File: src/rtl/noc_control_module_dii_arbiter.sv
`default_nettype none
// ============================================================================
// Module      : noc_control_module_dii_arbiter
// Description : Packet-atomic round-robin arbiter merging debug event sources
//               onto the single DII event output, with length guarding.
// Revision    : 1.0 - initial release
// ============================================================================
module noc_control_module_dii_arbiter #(
    parameter int NUM_PORTS      = 2,
    parameter int MAX_DI_PKT_LEN = 12
) (
    input  logic                        clk,
    input  logic                        rst_debug,
    input  logic [NUM_PORTS-1:0][17:0]  in_flit,
    output logic [NUM_PORTS-1:0]        in_ready,
    output logic [17:0]                 out_flit,
    input  logic                        out_ready,
    output logic [NUM_PORTS-1:0]        grant,
    output logic [NUM_PORTS-1:0]        err_len,
    input  logic                        err_clr
);

    // Flit layout: {data[15:0], valid, last}
    localparam int c_valid_bit = 1;
    localparam int c_last_bit  = 0;
    localparam int c_idx_w     = (NUM_PORTS > 1) ? $clog2(NUM_PORTS) : 1;
    localparam int c_cnt_w     = $clog2(MAX_DI_PKT_LEN + 1);

    localparam logic [c_idx_w-1:0] c_rr_reset = c_idx_w'(NUM_PORTS - 1);
    localparam logic [c_cnt_w-1:0] c_cnt_last = c_cnt_w'(MAX_DI_PKT_LEN - 1);
    localparam logic [c_cnt_w-1:0] c_cnt_sat  = '1;

    typedef enum logic [1:0] {
        ST_IDLE  = 2'd0,
        ST_XFER  = 2'd1,
        ST_DRAIN = 2'd2
    } state_t;

    state_t               state_q,   state_d;
    logic [NUM_PORTS-1:0] grant_q,   grant_d;
    logic [c_idx_w-1:0]   rr_q,      rr_d;
    logic [c_cnt_w-1:0]   flit_cnt_q, flit_cnt_d;
    logic [NUM_PORTS-1:0] err_len_q, err_len_d;

    logic [17:0]          w_cur_flit;
    logic                 w_cur_valid;
    logic                 w_cur_last;
    logic                 w_req_found;
    logic [c_idx_w-1:0]   w_req_idx;
    logic [c_idx_w-1:0]   w_cand;

    // While a grant is held, rr_q is the index of the owning source.
    assign w_cur_flit  = in_flit[rr_q];
    assign w_cur_valid = w_cur_flit[c_valid_bit];
    assign w_cur_last  = w_cur_flit[c_last_bit];

    // Round-robin search starting just after the most recently granted source.
    always_comb begin
        w_req_found = 1'b0;
        w_req_idx   = rr_q;
        w_cand      = rr_q;
        for (int k = 1; k <= NUM_PORTS; k++) begin
            w_cand = c_idx_w'((int'(rr_q) + k) % NUM_PORTS);
            if (!w_req_found && in_flit[w_cand][c_valid_bit]) begin
                w_req_found = 1'b1;
                w_req_idx   = w_cand;
            end
        end
    end

    always_comb begin
        state_d    = state_q;
        grant_d    = grant_q;
        rr_d       = rr_q;
        flit_cnt_d = flit_cnt_q;
        err_len_d  = err_clr ? '0 : err_len_q;
        out_flit   = '0;
        in_ready   = '0;

        case (state_q)
            ST_IDLE: begin
                if (w_req_found) begin
                    grant_d            = '0;
                    grant_d[w_req_idx] = 1'b1;
                    rr_d               = w_req_idx;
                    flit_cnt_d         = '0;
                    state_d            = ST_XFER;
                end
            end

            ST_XFER: begin
                out_flit       = w_cur_flit;
                in_ready[rr_q] = out_ready;
                // The last permitted flit always closes the packet downstream.
                if (flit_cnt_q == c_cnt_last) begin
                    out_flit[c_last_bit] = 1'b1;
                end
                if (w_cur_valid && out_ready) begin
                    if (flit_cnt_q != c_cnt_sat) begin
                        flit_cnt_d = flit_cnt_q + 1'b1;
                    end
                    if (w_cur_last) begin
                        grant_d = '0;
                        state_d = ST_IDLE;
                    end else if (flit_cnt_q == c_cnt_last) begin
                        err_len_d[rr_q] = 1'b1;
                        state_d         = ST_DRAIN;
                    end
                end
            end

            ST_DRAIN: begin
                in_ready[rr_q] = 1'b1;
                if (w_cur_valid && w_cur_last) begin
                    grant_d = '0;
                    state_d = ST_IDLE;
                end
            end

            default: begin
                grant_d = '0;
                state_d = ST_IDLE;
            end
        endcase
    end

    always_ff @(posedge clk or posedge rst_debug) begin
        if (rst_debug) begin
            state_q    <= ST_IDLE;
            grant_q    <= '0;
            rr_q       <= c_rr_reset;
            flit_cnt_q <= '0;
            err_len_q  <= '0;
        end else begin
            state_q    <= state_d;
            grant_q    <= grant_d;
            rr_q       <= rr_d;
            flit_cnt_q <= flit_cnt_d;
            err_len_q  <= err_len_d;
        end
    end

    assign grant   = grant_q;
    assign err_len = err_len_q;

endmodule
`default_nettype wire
File: config.mk
export PLATFORM = sky130hd
export DESIGN_NAME = noc_control_module_dii_arbiter
export DESIGN_NICKNAME = d
export VERILOG_FILES = /design/src/rtl/noc_control_module_dii_arbiter.sv
export SDC_FILE = /design/constraint.sdc
export NUM_CORES = 1
export LEC_CHECK = 0
export ABC_AREA = 1
export BUFFER_PORTS_ARGS = -buffer_cell sky130_fd_sc_hd__buf_2
export CAP_MARGIN = 20
export CORE_MARGIN = 5
export CORE_UTILIZATION = 30
export CTS_CLUSTER_DIAMETER = 120
export CTS_CLUSTER_SIZE = 40
export DETAILED_ROUTE_END_ITERATION = 10
export PLACE_DENSITY = 0.74
export SYNTH_ARGS = -nofsm -noshare
export SYNTH_HDL_FRONTEND = slang
export SYNTH_SLANG_ARGS = --single-unit
export TNS_END_PERCENT = 20
File: constraint.sdc
create_clock -name clk -period 1.4 [get_ports clk]
set_input_delay 0.28 -clock clk [delete_from_list [all_inputs] [get_ports clk]]
set_output_delay 0.28 -clock clk [all_outputs]
set_load 0.05 [all_outputs]
==> impl_metrics.tcl <==
set metrics [dict create \
    status "complete, but fails checks" \
    violations "hold timing, setup timing" \
    post-route-drc-count 0 \
    required_ns 1.12 \
    finalHoldViolations 6 \
    placed_cells 291 \
    timing.setup.tns_ns -8.036 \
    synth_top_flop_cell "dfrtp_1" \
    mostFrequentLayoutCells "buf_2, nand2_1, nor2_4, buf_6, buf_4" \
    grt.overflow.total 0 \
    period_needed_ns 1.805 \
    syn_area_um2 1044 \
    reg2reg_slack_ns -0.18 \
    synthCells 167 \
    avgSynthCellArea_um2 6.249 \
    grt_max_degree 12 \
    antenna_left 0 \
    wl_per_cell_um 13.49 \
    synth_seq_cells 11 \
    cap_violations 0 \
    cts_root_buffer "clkbuf_4" \
    cts_hold_buf 0 \
    crit_family "flip-flops" \
    routabilityCongestion 0.7565 \
    die_y_um 68.98 \
    wirelength_um 4035 \
    yosysTopAreaCellShare_pct 23.98 \
    setup_viol 28 \
    antenna_cells 0 \
    syn-num-nets 211 \
    clk_latency_ns 0.28 \
    final_common_cell "buf_2" \
    dp_hpwl_um 2728 \
    rows 21 \
    dr.pass1.iters 4 \
    yosysWarnings 0 \
    crit_path_max_fanout 5 \
    die_x_um 68.98 \
    fin_cells 299 \
    dieArea_um2 4758 \
    coreArea_um2 3363 \
    start_util_pct 31.03 \
    synthTopCellsByArea "dfrtp_1, nor2_1, nand2_1" \
    nets 298 \
    critical_path_buf_inv_count 3 \
    synth_edf_count 0 \
    crit_chain "inv_2, ha_4, buf_12, o21ai_1, nor2_4, buf_8" \
    synthArstFlopShare_pct 100.0 \
    holdWs_ns -0.002683 \
    max_slew_margin_pct 69.02 \
    grt_use_total_pct 17.43 \
    num_io_pins 64 \
    yosysUniqueCellTypes 26 \
    drt-initial-drc-count 55 \
    first_global_vias 1435 \
    nFillCells 273 \
    hold_path_class "input pin to asynchronous set/reset pin" \
    path_class "register to output port" \
    crit_path_end_kind "output port" \
    dp_slack_ns -0.1808 \
    syn_to_final_growth_pct 111.4 \
    vias_per_cell 4.712 \
    seq_area_frac_synth_pct 26.50 \
    clkSinkCount 11 \
    max-clock-path-buffers 2 \
    drv_slew 0 \
    drive_gt1_share_pct 66.01 \
    cts_tree "done" \
    reg2reg_depth 9 \
    max-vdd-ir-drop_v 0.001456 \
    pwr_density_cell_nw_per_um2 2496 \
    finClkSkew_ns 0.001601 \
    antenna_found_initial 0 \
    arrival_ns 1.52 \
    vias 1409 \
    grt_pass1_wl_um 6285 \
    port_buffers 63 \
    htreeDepth 1 \
    yosysTopAreaCell "dfrtp_1" \
    post-route-period-util_pct 128.9 \
    crit_path_top_delay_cell "dfrtp_1" \
    clkSlewWorstSetupHoldPaths_ns 0.07 \
    fin_ws_ns -0.4045 \
    setup.worst_path.start_class "register" \
    max_stage_delay_ns 0.40 \
    worstMarginPinSlew_ns 0.4642 \
    rsz0062_at_grt "true" \
    numCtsBuffers 3 \
    cellLeakagePower_nw 1.051 \
    timing.rr.end "flit_cnt_q[0]" \
    fmax_ghz 0.5542 \
    r2r-start "state_q[0]" \
]
[state kept, by name (all words and copies together), names as in the netlist]
signal      cells
flit_cnt_q      4
err_len         2
grant           2
state_q         2
rr_q            1
[synthesized netlist by cell type (2+ instances only)]
cell	number
nand3_1	5
o21ai_0	17
nand2_2	4
o21ai_1	10
buf_4	2
ha_1	4
or2_2	2
nand2_4	3
inv_1	14
nor2_2	2
nand2_1	36
nand4_1	2
inv_2	3
nor2_1	40
dfrtp_1	10
buf_2	3
[cell families after synthesis]
family,share of synthesized area [%]
buffers and inverters,11.03
AO/OA/AOI/OAI,15.11
adder cells (fa/ha/maj),4.796
AND/OR/NAND/NOR,41.72
XOR/XNOR,0.8395
flip-flops,26.50
[per-layer routing]
metal,vias to the layer above,global-route usage [%],wire length [um]
met3,11,3.890,407
li1,698,-,-
met1,644,19.25,1602
met4,0,7.299,101
met2,56,31.79,1924
met5,-,0,0
[through the flow]
step	utilization (%)	instance area, um2	power, mW
finish	65.59	2206	5.506
global route	65.59	2206	5.856
CTS	64.84	2181	5.419
detailed placement	54.58	1836	4.321
global placement	54.58	1836	4.272
floorplan	-	1378	3.608
[worst max-delay path by stage]
stage,from,cells past startpoint,endpoint
global placement,state_q[1],7,in_ready[0]
detailed placement,state_q[1],6,out_flit[14]
global route,state_q[1],6,out_flit[12]
floorplan,rr_q,5,out_flit[10]
finish,state_q[1],6,out_flit[12]
CTS,state_q[1],6,out_flit[0]
[timing repair]
action | CTS | global route
gates resized for setup | 87 | 7
endpoints found under the setup margin | 28 | 31
pin swaps | 10 | 3
setup buffers | 4 | 0
[report_power, final]
| part | switching (mW) | internal [mW] | total, mW |
|---|---|---|---|
| sequential | 0.0791 | 0.420 | 0.499 |
| combinational | 2.85 | 1.92 | 4.78 |
| clock | 0.119 | 0.111 | 0.230 |
| total | 3.05 | 2.46 | 5.51 |
[final cells by class]
cell class	count	area, um2	area share, %
inverters	18	80.08	3.630
multi-input cells	131	1028	46.63
well taps	46	57.56	2.609
repair buffers	89	737.0	33.41
flip-flops and latches	11	276.5	12.54
clock buffers	4	26.28	1.191
(Power assumes the default switching activity.)
